===== src/rtl/gpio_irq_ctrl.sv =====
// Fabric GPIO interrupt controller: per-channel synchroniser, debounce, edge/level
// detect and sticky pending bits, plus a masked-write output register.
module gpio_irq_ctrl #(
    parameter int NUM_GPIO        = 8,
    parameter int SYNC_STAGES     = 2,
    parameter int DEBOUNCE_CYCLES = 4
) (
    input  logic                    FAB_CCC_GL0,
    input  logic                    FAB_RESET_N,
    input  logic [NUM_GPIO-1:0]     GPIO_IN,
    input  logic [NUM_GPIO-1:0]     IRQ_EN,
    input  logic [2*NUM_GPIO-1:0]   IRQ_MODE,
    input  logic [NUM_GPIO-1:0]     IRQ_CLR,
    input  logic                    GPIO_OUT_WR,
    input  logic [NUM_GPIO-1:0]     GPIO_OUT_WMASK,
    input  logic [NUM_GPIO-1:0]     GPIO_OUT_WDATA,
    output logic [NUM_GPIO-1:0]     GPIO_OUT,
    output logic [NUM_GPIO-1:0]     GPIO_STATE,
    output logic [NUM_GPIO-1:0]     IRQ_PEND,
    output logic                    INT
);

    localparam int CW = $clog2(DEBOUNCE_CYCLES) + 1;
    localparam logic [CW-1:0] CNT_MAX = CW'(DEBOUNCE_CYCLES - 1);

    logic [NUM_GPIO-1:0] sync_q [SYNC_STAGES];
    logic [NUM_GPIO-1:0] sync_s;
    logic [CW-1:0]       cnt_q [NUM_GPIO];
    logic [NUM_GPIO-1:0] stable_q;
    logic [NUM_GPIO-1:0] stable_d_q;
    logic [NUM_GPIO-1:0] pend_q;
    logic [NUM_GPIO-1:0] set_c;
    logic [NUM_GPIO-1:0] out_q;
    logic                int_q;

    assign sync_s = sync_q[SYNC_STAGES-1];

    always_ff @(posedge FAB_CCC_GL0 or negedge FAB_RESET_N) begin
        if (!FAB_RESET_N) begin
            for (int s = 0; s < SYNC_STAGES; s++) begin
                sync_q[s] <= '0;
            end
        end else begin
            sync_q[0] <= GPIO_IN;
            for (int s = 1; s < SYNC_STAGES; s++) begin
                sync_q[s] <= sync_q[s-1];
            end
        end
    end

    // A new level is accepted only after it has differed from stable for DEBOUNCE_CYCLES cycles in a row.
    always_ff @(posedge FAB_CCC_GL0 or negedge FAB_RESET_N) begin
        if (!FAB_RESET_N) begin
            stable_q   <= '0;
            stable_d_q <= '0;
            for (int i = 0; i < NUM_GPIO; i++) begin
                cnt_q[i] <= '0;
            end
        end else begin
            stable_d_q <= stable_q;
            for (int i = 0; i < NUM_GPIO; i++) begin
                if (sync_s[i] == stable_q[i]) begin
                    cnt_q[i] <= '0;
                end else if (cnt_q[i] == CNT_MAX) begin
                    stable_q[i] <= sync_s[i];
                    cnt_q[i]    <= '0;
                end else begin
                    cnt_q[i] <= cnt_q[i] + CW'(1);
                end
            end
        end
    end

    always_comb begin
        set_c = '0;
        for (int i = 0; i < NUM_GPIO; i++) begin
            case (IRQ_MODE[2*i +: 2])
                2'b00:   set_c[i] = stable_q[i] & ~stable_d_q[i];
                2'b01:   set_c[i] = ~stable_q[i] & stable_d_q[i];
                2'b10:   set_c[i] = stable_q[i] ^ stable_d_q[i];
                default: set_c[i] = stable_q[i];
            endcase
            set_c[i] = set_c[i] & IRQ_EN[i];
        end
    end

    // Set has priority over clear so an event coinciding with a clear is never lost.
    always_ff @(posedge FAB_CCC_GL0 or negedge FAB_RESET_N) begin
        if (!FAB_RESET_N) begin
            pend_q <= '0;
            int_q  <= 1'b0;
        end else begin
            pend_q <= set_c | (pend_q & ~IRQ_CLR);
            int_q  <= |(pend_q & IRQ_EN);
        end
    end

    always_ff @(posedge FAB_CCC_GL0 or negedge FAB_RESET_N) begin
        if (!FAB_RESET_N) begin
            out_q <= '0;
        end else if (GPIO_OUT_WR) begin
            out_q <= (out_q & ~GPIO_OUT_WMASK) | (GPIO_OUT_WDATA & GPIO_OUT_WMASK);
        end
    end

    assign GPIO_OUT   = out_q;
    assign GPIO_STATE = stable_q;
    assign IRQ_PEND   = pend_q;
    assign INT        = int_q;

endmodule


===== config.mk =====
export PLATFORM = sky130hd
export DESIGN_NAME = gpio_irq_ctrl
export DESIGN_NICKNAME = d
export VERILOG_FILES = /design/src/rtl/gpio_irq_ctrl.sv
export SDC_FILE = /design/constraint.sdc
export NUM_CORES = 1
export LEC_CHECK = 0
export ABC_CLOCK_PERIOD_IN_PS = 2100
export BUFFER_PORTS_ARGS = -buffer_cell sky130_fd_sc_hd__buf_2
export CORE_MARGIN = 5
export CORE_UTILIZATION = 50
export CTS_CLUSTER_DIAMETER = 60
export DETAILED_ROUTE_END_ITERATION = 10
export PLACE_DENSITY = 0.73
export SETUP_SLACK_MARGIN = 0.15
export SYNTH_ARGS = -nofsm -noshare
export SYNTH_HDL_FRONTEND = slang
export SYNTH_SLANG_ARGS = --single-unit
export TNS_END_PERCENT = 10

===== constraint.sdc =====
create_clock -name FAB_CCC_GL0 -period 2.1 [get_ports FAB_CCC_GL0]
set_input_delay 0.315 -clock FAB_CCC_GL0 [delete_from_list [all_inputs] [get_ports FAB_CCC_GL0]]
set_output_delay 0.315 -clock FAB_CCC_GL0 [all_outputs]
set_load 0.1 [all_outputs]

======== Word-level counts from Yosys, hierarchy flattened ========
Index checks and enable logic that the tools add are counted.
operators by class
  add/subtract/negate cells ............... 8
  equal/unequal tests ..................... 32
  muxes and demuxes ....................... 24
  bitwise logic cells ..................... 64
  reductions and logical operators ........ 17
operators by type and width
  kind                                                                   number
  3-bit 2-to-1 mux                                                       16
  8-bit bitwise AND                                                      4
  3-bit by 1-bit adder with 3-bit output, second input constant          8
  1-bit bitwise AND                                                      24
  3-bit by 2-bit equality test with 1-bit output, second input constant  8
  1-bit inverter                                                         24
  1-bit case mux with 3 select lines                                     8
  2-bit by 1-bit equality test with 1-bit output, second input constant  8
  2-bit equality test, second input constant                             8
  2-bit zero test                                                        8
  8-bit inverter                                                         2
  8-bit bitwise OR                                                       2
  2-bit AND reduction                                                    8
  1-bit equality test                                                    8
  8-bit OR reduction                                                     1
  1-bit bitwise XOR                                                      8
word-level totals
  bits in registers ....................... 73
  input bits .............................. 59
  output and inout bits ................... 25
  logic and storage cells ................. 167

======== Depth between registers and ports, before layout ========
Gate-level depths: netlist of the first run.
  depth in word-level cells ............... 5
  depth in mapped cells ................... 5
  depth with buffers taken out ............ 5

======== Worst setup path after synthesis of the first run ========
No wires, ideal clock.
  kind .................................... register to register
  start point ............................. register stable_q[0] (netlist: GPIO_STATE[0])
  end point ............................... register pend_q[0] (netlist: IRQ_PEND[0])
  library setup time ...................... 0.122 ns
  arrival time ............................ 2.045 ns
  required time ........................... 1.978 ns
  setup slack ............................. -0.067 ns
  cell stages (with the launch flop) ...... 6
  buffers on the path ..................... 0
  period minus slack after synthesis ...... 2.167 ns
  path through ............................ dfrtp_1 inv_1 ha_1 inv_1 mux4_2 a22o_1
on the way
  longest elaborated chain between the ends .. 5
  elaborated cells between the ends (all ways) .. 7
  classes of those cells .................. mux: 1; bitwise: 6
ends and longest elaborated chain
  what                                    RTL line  text
  start: declaration                      29        logic [NUM_GPIO-1:0] stable_q;
  start signal: indexed assignment        65        stable_q[i] <= sync_s[i];
  1-bit inverter                          79        2'b01: set_c[i] = ~stable_q[i] & stable_d_q[i];
  1-bit bitwise AND                       79
  1-bit case mux with 3 select lines (*)  77        case (IRQ_MODE[2*i +: 2])
  1-bit bitwise AND (*)                   83        set_c[i] = set_c[i] & IRQ_EN[i];
  8-bit bitwise OR (*)                    93        pend_q <= set_c | (pend_q & ~IRQ_CLR);
  end signal: assignment                  93
  end: declaration                        31        logic [NUM_GPIO-1:0] pend_q;
Every way passes the cells marked *; elsewhere a longest branch is shown, timed or not.
A chain may end at the register's enable or synchronous reset.

======== Worst setup path in the final report of the first run ========
  start point ............................. register stable_q[4] (netlist: GPIO_STATE[4])
  end point ............................... register pend_q[4] (netlist: IRQ_PEND[4])
Same word-level chain as after synthesis.

==> results of run 1 <==
==> routing by layer <==
metal | vias up | GRT usage (%)
met4 | 0 | 7.113
met2 | 63 | 23.49
met5 | - | 0
met3 | 6 | 4.139
met1 | 903 | 20.65
li1 | 941 | -
==> layout by cell type (no fill, tap or decap) <==
cell | Yosys | layout
clkbuf_1 | 0 | 2
a22oi_1 | 4 | 4
nor3_1 | 8 | 8
nand2_1 | 16 | 16
ha_1 | 24 | 24
clkinv_2 | 0 | 1
buf_2 | 1 | 82
mux4_2 | 8 | 8
nand4_1 | 1 | 1
dfrtp_1 | 73 | 72
o21ai_0 | 8 | 8
nor2b_1 | 10 | 10
clkinv_4 | 0 | 2
mux2_1 | 2 | 2
bufinv_16 | 0 | 1
mux2_2 | 6 | 6
xnor2_1 | 8 | 8
nor3b_1 | 14 | 14
buf_4 | 0 | 3
a22o_1 | 8 | 8
inv_1 | 32 | 32
clkbuf_8 | 0 | 10
dfrtp_2 | 0 | 1
==> cells by family after synthesis <==
logic type	Yosys count
AO/OA/AOI/OAI	20
XOR/XNOR	8
adder cells (fa/ha/maj)	24
buffers and inverters	33
flip-flops	73
multiplexers	16
AND/OR/NAND/NOR	49
==> power by group <==
part | leakage (nW) | internal, mW | switching [mW]
combinational | 0.931 | 0.685 | 1.84
sequential | 0.913 | 1.79 | 0.283
clock | 0.101 | 0.585 | 0.491
==> final cells by class <==
cell class / count / area (µm²) / share of cell area, %
sequential: 73 / 1828 / 49.04
timing repair buffer: 85 / 432.9 / 11.61
tap: 75 / 93.84 / 2.518
clock inverter: 4 / 52.55 / 1.410
inverter: 32 / 120.1 / 3.223
multi-input combinational: 117 / 1055 / 28.30
clock buffer: 12 / 145.1 / 3.894
==> worst paths after layout <==
check / start / depth (start not counted) / end / slack [ps]
max: GPIO_STATE[4]$_DFFE_PN0P_ / 5 / IRQ_PEND[4]$_DFF_PN0_ / 480
min: FAB_RESET_N / 1 / stable_d_q[7]$_DFF_PN0_ / 20
max reg2reg: GPIO_STATE[4]$_DFFE_PN0P_ / 5 / IRQ_PEND[4]$_DFF_PN0_ / 480
min reg2reg: sync_q[9]$_DFF_PN0_ / 0 / sync_s[1]$_DFF_PN0_ / 350
max in group asynchronous: FAB_RESET_N / 2 / sync_s[2]$_DFF_PN0_ / 1450
min in group FAB_CCC_GL0: GPIO_IN[6] / 1 / sync_q[14]$_DFF_PN0_ / 80
==> reports/metrics.cfg, run 1 <==
[sta]
hold_viol_final = 0
maxSlewViolCount = 0
max_freq_ghz = 0.6180
fin_crit_sh_pct = 77.05
rsz0062_at_grt = false
finClkSkew_ps = 8.898
hold-worst-slack_ps = 19.16
finalSetupViolations = 0
period_needed_ps = 1618
worstMarginPinSlew_ps = 710.3
setup_tns_ps = 0
worst_slack_ps = 481.9
max_slew_margin_pct = 52.65

[place]
gp_congestion = 0.7635
postPlaceCellArea_um2 = 3530
dpl.hpwl_um = 4000
io_buffer_count = 83
pre_cts_ws_ps = 465.1
dp_cells = 382

[clocking]
numCtsBuffers = 9
cts.clk_slew.worst_paths_ps = 80
hold_buffers = 0
post-cts-setup-buffers = 0
insertion_delay_ps = 340
cts-resized-gates = 0
cts_buffer_depth = 2
cts-root-buf = clkbuf_8
cts_tree = built
htreeDepth = 3
cts_sinks = 73

[cells_and_area]
syn_to_final_growth_pct = 23.97
nets = 401
insertedDiodeCount = 0
final_util_pct = 63.33
drive_above_1_share_pct = 35.29
fillers = 469
fin_cells = 398
fin_area_um2 = 3727

[yosys]
synth_cells = 223
yosysTopAreaCell = dfrtp_1
synthTopCellsByArea = dfrtp_1 61%, ha_1 10%, mux4_2 6.0%, inv_1 4.0%, nor3b_1 3.5%
synth_compound_area_share_pct = 4.661
synth_top_family_by_area = adder cells
ys_ff_latch = 73
seq_area_frac_synth_pct = 60.76
yosysWarningCount = 0
ys_types = 16
avgSynthCellArea_um2 = 13.48
synth_top_cell_area_share_pct = 60.76
synthAdderAreaFrac_pct = 9.988
yosysMostFrequentCell = dfrtp_1
synth-async-reset-ratio_pct = 100.0
yosys.area_share.xor_xnor_pct = 2.330
synth-main-ff-cell = dfrtp_1
synth_edf_count = 0
synth_mux_area_share_pct = 8.989
synthTopCellsByCount = 73 x dfrtp_1, 32 x inv_1, 24 x ha_1, 16 x nand2_1, 14 x nor3b_1
synth-simple-area-share_pct = 9.114
synth_area_um2 = 3007
synthesis.nets = 306

[routing]
viasPerCell = 4.807
wl_met3_um = 433
drt_iter0_markers = 71
dr.pass1.iters = 2
wl_per_cell_um = 13.09
vias = 1913
drt_wl_total_um = 5208
top_layer = met4
ant_nets = 0
drc = 0
dr_wl_met2_um = 2364
met1Wirelength_um = 2349

[global_route]
grt_pass1_wl_um = 9135
grt_pass1_vias = 2064
grt_antenna_before_repair = 0
overflow = 0
grt_use_total_pct = 15.39
grt_max_degree = 59

[setup_path]
critical_path_class = reg -> reg
slowest_delay_ps = 460
slowest_stage = mux4_2
start_kind = flip-flop
cp_common_cell = inv_1
worstPathCellList = inv_1 -> ha_1 -> inv_1 -> mux4_2 -> a22o_1
required_ps = 2320
cp.arrival_ps = 1840
cp_max_fo = 6
crit_buf_inv = 2
crit_path_end_kind = flip-flop
crit_family = multiplexers

[power]
power_density_nw_per_um2 = 1522
ir_worst_vdd_v = 0.001133
p_leak_nw = 1.944
power_mw = 5.674

[die]
die_height_um = 87.55
dieArea_um2 = 7664
die_w_um = 87.55
coreArea_um2 = 5886
row_count = 28
io_pins = 84
start_util_pct = 51.08

[job]
cap_violations = 0

[status]
run_status = finished clean

[hold_path]
min_path_type = in -> async

Note: power is estimated with default switching activity, not from simulation.
==> run 2: changes to the inputs <==
--- a/config.mk
+++ b/config.mk
@@ -5,13 +5,14 @@
 export SDC_FILE = /design/constraint.sdc
 export NUM_CORES = 1
 export LEC_CHECK = 0
-export ABC_CLOCK_PERIOD_IN_PS = 2100
+export ABC_AREA = 1
+export ABC_CLOCK_PERIOD_IN_PS = 1300
 export BUFFER_PORTS_ARGS = -buffer_cell sky130_fd_sc_hd__buf_2
 export CORE_MARGIN = 5
-export CORE_UTILIZATION = 50
+export CORE_UTILIZATION = 47
 export CTS_CLUSTER_DIAMETER = 60
 export DETAILED_ROUTE_END_ITERATION = 10
-export PLACE_DENSITY = 0.73
+export PLACE_DENSITY = 0.71
 export SETUP_SLACK_MARGIN = 0.15
 export SYNTH_ARGS = -nofsm -noshare
 export SYNTH_HDL_FRONTEND = slang
==> constraint.sdc (replaced) <==
create_clock -name FAB_CCC_GL0 -period 1.3 [get_ports FAB_CCC_GL0]
set_input_delay 0.195 -clock FAB_CCC_GL0 [delete_from_list [all_inputs] [get_ports FAB_CCC_GL0]]
set_output_delay 0.195 -clock FAB_CCC_GL0 [all_outputs]
set_load 0.1 [all_outputs]
==> reports/metrics.cfg, run 2 <==
[status]
run_status = finished clean

[power]
p_leak_nw = 2.378  ; +22%
clkPwrFrac_pct = 18.0  ; -1.0 points
seqPwrFrac_pct = 34.7  ; -1.8 points
combPwrFrac_pct = 47.4  ; +2.9 points
internal_power_mw = 5.672  ; +85%
p_switching_mw = 4.354  ; +66%
switching_share_pct = 43.43  ; -2.7 points
ir_worst_vdd_v = 0.001433  ; +27%
power_mw = 10.03  ; +77%
power_density_nw_per_um2 = 2214  ; +45%

[sta]
hold_viol_final = 0  ; unchanged
worst_slack_ps = 40.50  ; -441.4 ps
fin_crit_sh_pct = 96.88
hold-worst-slack_ps = 35.20  ; +16.04 ps
finClkSkew_ps = 9.174  ; +0.2756 ps
max_slew_margin_pct = 73.63  ; +21 points
period_needed_ps = 1259
setup_tns_ps = 0  ; unchanged
maxSlewViolCount = 0  ; unchanged
max_freq_ghz = 0.7940
worstMarginPinSlew_ps = 395.5  ; -314.8 ps
rsz0062_at_grt = true
finalSetupViolations = 0  ; unchanged

[place]
io_buffer_count = 83  ; unchanged
dpl.hpwl_um = 4502  ; +13%
gp_congestion = 0.7869  ; +3.1%
pre_cts_ws_ps = 119.7  ; -345.4 ps

[yosys]
synth-main-ff-cell = dfrtp_1
synthesis.nets = 419  ; +37%
ys_ff_latch = 73  ; unchanged
yosysMostFrequentCell = nand2_1
ys_types = 14  ; -2
synthTopCellsByCount = 80 x nand2_1, 73 x dfrtp_1, 72 x inv_1, 25 x nand3_1, 24 x ha_1
yosysTopAreaCell = dfrtp_1
synth_top_cell_area_share_pct = 57.34  ; -3.4 points
synth_cells = 336  ; +51%
synth_area_um2 = 3186  ; +6.0%
avgSynthCellArea_um2 = 9.481  ; -30%
yosysWarningCount = 0  ; unchanged
synthTopCellsByArea = dfrtp_1 57%, ha_1 9.4%, nand2_1 9.4%, inv_1 8.5%, nand3_1 3.9%
synth_edf_count = 0  ; unchanged
synth-async-reset-ratio_pct = 100.0  ; unchanged
seq_area_frac_synth_pct = 57.34  ; -3.4 points

[setup_path]
crit_buf_inv = 1  ; -1
r2r_slack_ps = 90  ; -390 ps
slowest_stage = dfrtp_4
cp_max_fo = 4  ; -2
cp.arrival_ps = 1060  ; -780 ps
start_kind = flip-flop
required_ps = 1110  ; -1210 ps
worstPathCellList = buf_12
crit_family = flip-flops
slowest_delay_ps = 530  ; +70 ps
crit_path_end_kind = primary output
critical_path_class = reg -> out

[job]
cap_violations = 0  ; unchanged

[cells_and_area]
final_common_cell = nand2_1
final_cell_mix = 76 x nand2_1, 64 x dfrtp_1, 61 x inv_1
fillers = 499  ; +6.4%
insertedDiodeCount = 0  ; unchanged
syn_to_final_growth_pct = 42.14
nets = 532  ; +33%
drive_above_1_share_pct = 32.82  ; -2.5 points

[global_route]
top_usage_layer = met2
grt_use_total_pct = 15.60  ; +0.22 points
overflow = 0  ; unchanged
grtUsageMet2_pct = 25.44  ; +1.9 points
grt_antenna_before_repair = 0  ; unchanged
grt_max_degree = 30  ; -49%
grt_pass1_vias = 2529  ; +23%
grt_util_met1_pct = 18.95  ; -1.7 points
grt_util_met3_pct = 4.874  ; +0.73 points
grt_pass1_wl_um = 10650  ; +17%

[clocking]
cts_tree = built
cts-root-buf = clkbuf_8
insertion_delay_ps = 350  ; about the same
numCtsBuffers = 9  ; unchanged
htreeDepth = 3  ; unchanged
cts.clk_slew.worst_paths_ps = 80  ; about the same
cts_sinks = 73  ; unchanged
cts_buffer_depth = 2  ; unchanged

[routing]
ant_nets = 0  ; unchanged
drt_iter0_markers = 70  ; -1.4%
drt_wl_total_um = 6279  ; +21%
wl_per_cell_um = 11.76  ; -10%
dr.pass1.iters = 4  ; +2
drc = 0  ; unchanged
viasPerCell = 4.642  ; -3.4%
vias = 2479  ; +30%

[die]
io_pins = 84  ; unchanged
coreArea_um2 = 6681  ; +14%
start_util_pct = 47.68  ; -3.4 points
row_count = 30  ; +7.1%
dieArea_um2 = 8524  ; +11%
die_w_um = 92.33  ; +5.5%
die_height_um = 92.33  ; +5.5%

[hold_path]
min_path_type = in -> reg

run 2: cells by family (layout without fill, tap and decap cells):
family,after synthesis,count (layout),synth area share [%]
buffers and inverters,74,192,9.466
flip-flops,73,73,57.34
adder cells (fa/ha/maj),24,24,9.427
AO/OA/AOI/OAI,25,25,4.478
AND/OR/NAND/NOR,132,132,17.09
XOR/XNOR,8,8,2.200
run 2: metrics by stage:
stage                     cells  cell area (µm²)  util (%)
final                       534             4528     67.77
after global routing        534             4528     67.77
after CTS                   533             4393     65.75
after detailed placement    499             3984     59.63
after global placement      499             3984     59.63
after floorplan             336             3217         -
run 2: power by group through the flow:
stage / Clock [mW] / Combinational [mW] / Sequential, mW
floorplan: 0 / 1.26 / 5.02
CTS: 1.84 / 4.54 / 3.43
detailed placement: 0 / 4.23 / 3.52
finish: 1.80 / 4.75 / 3.47
global route: 1.94 / 5.16 / 3.56
global placement: 0 / 4.13 / 3.48
run 2: layout make-up:
cell class,count,area [µm²],area share (%)
tap,80,100.1,2.211
inverter,72,277.8,6.134
timing repair buffer,104,925.9,20.45
clock inverter,6,66.31,1.464
clock buffer,10,137.6,3.040
multi-input combinational,189,1162,25.67
sequential,73,1858,41.03
run 2: worst paths after layout:
check                                          start                         to  cells past startpoint
max                        GPIO_STATE[7]$_DFFE_PN0P_              GPIO_STATE[7]                      1
min                                GPIO_OUT_WMASK[2]                  flip-flop                      2
max reg2reg                GPIO_STATE[1]$_DFFE_PN0P_      IRQ_PEND[1]$_DFF_PN0_                      6
min reg2reg                      sync_q[8]$_DFF_PN0_        sync_s[0]$_DFF_PN0_                      0
max in group asynchronous                FAB_RESET_N  GPIO_STATE[6]$_DFFE_PN0P_                      3
min in group asynchronous                FAB_RESET_N        sync_q[8]$_DFF_PN0_                      2
run 2: layer usage:
metal  share of wire (%)  wire [µm]
met5                   0          0
met4                 1.7        104
met3                 7.1        448
met2                  47       2979
met1                  44       2746
run 2: repair_timing:
action | in CTS | in global routing
setup endpoints to repair | 33 | 42
gates resized for setup | 15 | 28
pin swaps | 0 | 15
endpoints found under the hold margin | 35 | 0
setup buffers | 9 | 1
hold buffers | 9 | 0
==> run 3: changes to the inputs <==
--- a/config.mk
+++ b/config.mk
@@ -5,13 +5,13 @@
 export SDC_FILE = /design/constraint.sdc
 export NUM_CORES = 1
 export LEC_CHECK = 0
-export ABC_AREA = 1
 export ABC_CLOCK_PERIOD_IN_PS = 1300
 export BUFFER_PORTS_ARGS = -buffer_cell sky130_fd_sc_hd__buf_2
 export CORE_MARGIN = 5
-export CORE_UTILIZATION = 47
+export CORE_UTILIZATION = 46
 export CTS_CLUSTER_DIAMETER = 60
 export DETAILED_ROUTE_END_ITERATION = 10
+export GPL_ROUTABILITY_DRIVEN = 0
 export PLACE_DENSITY = 0.71
 export SETUP_SLACK_MARGIN = 0.15
 export SYNTH_ARGS = -nofsm -noshare
==> reports/metrics.cfg, run 3 (same netlist as run 1, synthesis figures left out) <==
[clocking]
cts-root-buf = clkbuf_8
cts_sinks = 73  ; unchanged
cts.clk_slew.worst_paths_ps = 80  ; about the same
htreeDepth = 3  ; unchanged
cts_tree = built
insertion_delay_ps = 340  ; about the same
numCtsBuffers = 9  ; unchanged
cts_buffer_depth = 2  ; unchanged

[setup_path]
worstRegToRegCells = 5  ; -1
crit_path_end_kind = flip-flop
slowest_stage = dfrtp_4
crit_buf_inv = 2  ; +1
worstPathCellList = inv_4 -> ha_4 -> inv_2 -> mux4_2 -> a22o_1
r2r-start = GPIO_STATE[6]$_DFFE_PN0P_
crit_family = flip-flops
cp_max_fo = 3  ; -1
start_kind = flip-flop
r2r_slack_ps = -230  ; -320 ps
cp.arrival_ps = 1760  ; +700 ps
critical_path_class = reg -> reg
r2r_end = IRQ_PEND[6]$_DFF_PN0_
required_ps = 1530  ; +420 ps
slowest_delay_ps = 450  ; -80 ps

[routing]
drc = 0  ; unchanged
drt_wl_total_um = 6146  ; -2.1%
ant_nets = 0  ; unchanged
wl_per_cell_um = 14.50  ; +23%
met1Wirelength_um = 2527  ; -8.0%
vias = 2018  ; -19%
dr_wl_met2_um = 3133  ; +5.2%
wl_met3_um = 418  ; -6.7%
top_layer = met4
viasPerCell = 4.759  ; +2.5%
drt_iter0_markers = 78  ; +11%
dr.pass1.iters = 4  ; unchanged

[die]
die_w_um = 90.85  ; -1.6%
io_pins = 84  ; unchanged
coreArea_um2 = 6350  ; -5.0%
start_util_pct = 47.35  ; -0.33 points
dieArea_um2 = 8253  ; -3.2%
die_height_um = 90.85  ; -1.6%
row_count = 29  ; -3.3%

[power]
seqPwrFrac_pct = 31.3  ; -3.4 points
switching_share_pct = 41.69  ; -1.7 points
clkPwrFrac_pct = 17.2  ; -0.8 points
ir_worst_vdd_v = 0.002079  ; +45%
p_leak_nw = 2.198  ; -7.6%
power_density_nw_per_um2 = 2495  ; +13%
combPwrFrac_pct = 51.5  ; +4.1 points
p_switching_mw = 4.726  ; +8.6%
internal_power_mw = 6.610  ; +17%

[hold_path]
hold_start = GPIO_OUT_WDATA[6]
min_path_type = in -> reg
holdPathStages = 2  ; unchanged

[sta]
maxSlewViolCount = 0  ; unchanged
rsz0062_at_grt = true
worst_slack_ps = -231.8  ; -272.3 ps
hold_viol_final = 0  ; unchanged
worstMarginPinSlew_ps = 367.0  ; -28.51 ps
max_freq_ghz = 0.6528  ; -18%
max_slew_margin_pct = 75.53  ; +1.9 points
finalSetupViolations = 16  ; +16
finClkSkew_ps = 13.05  ; +3.878 ps
fin_crit_sh_pct = 117.8  ; +21 points
period_needed_ps = 1532  ; +272.3 ps
hold-worst-slack_ps = 60.38  ; +25.17 ps

[cells_and_area]
insertedDiodeCount = 0  ; unchanged
fin_area_um2 = 4544  ; +0.36%
syn_to_final_growth_pct = 51.14
fillers = 411  ; -18%
drive_above_1_share_pct = 46.40  ; +14 points
final_common_cell = dfrtp_1
final_cell_mix = 65 x dfrtp_1, 57 x buf_2, 26 x buf_12
nets = 425  ; -20%

[global_route]
grt_pass1_vias = 2163  ; -14%
grt_pass1_wl_um = 9977  ; -6.3%
grt_use_total_pct = 15.28  ; -0.32 points
overflow = 0  ; unchanged
grt_antenna_before_repair = 0  ; unchanged
grt_max_degree = 31  ; +3.3%

[place]
dpl.hpwl_um = 4485  ; -0.39%
io_buffer_count = 83  ; unchanged
postPlaceCellArea_um2 = 3901  ; -2.1%

[status]
failed_checks = negative setup slack
run_status = finished with violations

[job]
cap_violations = 0  ; unchanged

==> run 3: layout make-up <==
cell class	count	area, µm²	area share, %
timing repair buffer	109	1061	23.35
tap	77	96.34	2.120
inverter	32	130.1	2.863
multi-input combinational	117	1179	25.94
clock inverter	5	80.08	1.762
clock buffer	11	141.4	3.111
sequential	73	1857	40.86
==> run 3: per-stage QoR <==
stage	utilization, %	TNS [ps]	setup slack [ps]	power [mW]	std cells
4_1_cts	69.36	-2271	-231.7	11.13	421
6_report	71.57	-2195	-231.8	11.34	424
5_1_grt	71.57	-2913	-277.2	11.95	424
3_5_place_dp	61.44	-1597	-225.5	8.733	394
3_3_place_gp	61.44	-1346	-187.1	8.554	394
2_1_floorplan	-	-3215	-401.5	6.768	223
==> run 3: power groups by stage <==
stage               registers (mW)  clock network, mW  logic, mW
floorplan                     5.49                  0       1.28
global placement              3.45                  0       5.10
detailed placement            3.48                  0       5.25
CTS                           3.51               2.01       5.61
global route                  3.63               2.12       6.20
finish                        3.55               1.96       5.83
==> run 3: worst max path at each step <==
stage                               from                    end  slack (ps)  cells past startpoint
2_1_floorplan  GPIO_STATE[0]$_DFFE_PN0P_  IRQ_PEND[0]$_DFF_PN0_        -400                      5
3_3_place_gp   GPIO_STATE[6]$_DFFE_PN0P_  IRQ_PEND[6]$_DFF_PN0_        -190                      5
3_5_place_dp   GPIO_STATE[5]$_DFFE_PN0P_  IRQ_PEND[5]$_DFF_PN0_        -230                      5
4_1_cts        GPIO_STATE[5]$_DFFE_PN0P_  IRQ_PEND[5]$_DFF_PN0_        -230                      5
5_1_grt        GPIO_STATE[5]$_DFFE_PN0P_  IRQ_PEND[5]$_DFF_PN0_        -280                      5
6_report       GPIO_STATE[6]$_DFFE_PN0P_  IRQ_PEND[6]$_DFF_PN0_        -230                      5
==> run 3: metal layers <==
| layer | track usage [%] | vias to the layer above |
|---|---|---|
| met5 | 0 | - |
| met3 | 6.833 | 7 |
| met2 | 25.61 | 62 |
| li1 | - | 994 |
| met4 | 3.545 | 0 |
| met1 | 18.07 | 955 |
==> run 3: repair_timing <==
action	4_1_cts	5_1_grt
hold endpoints to repair	32	0
setup buffers	2	3
setup endpoints to repair	34	47
resized for setup	44	20
pin swaps	2	7
hold buffers	9	0
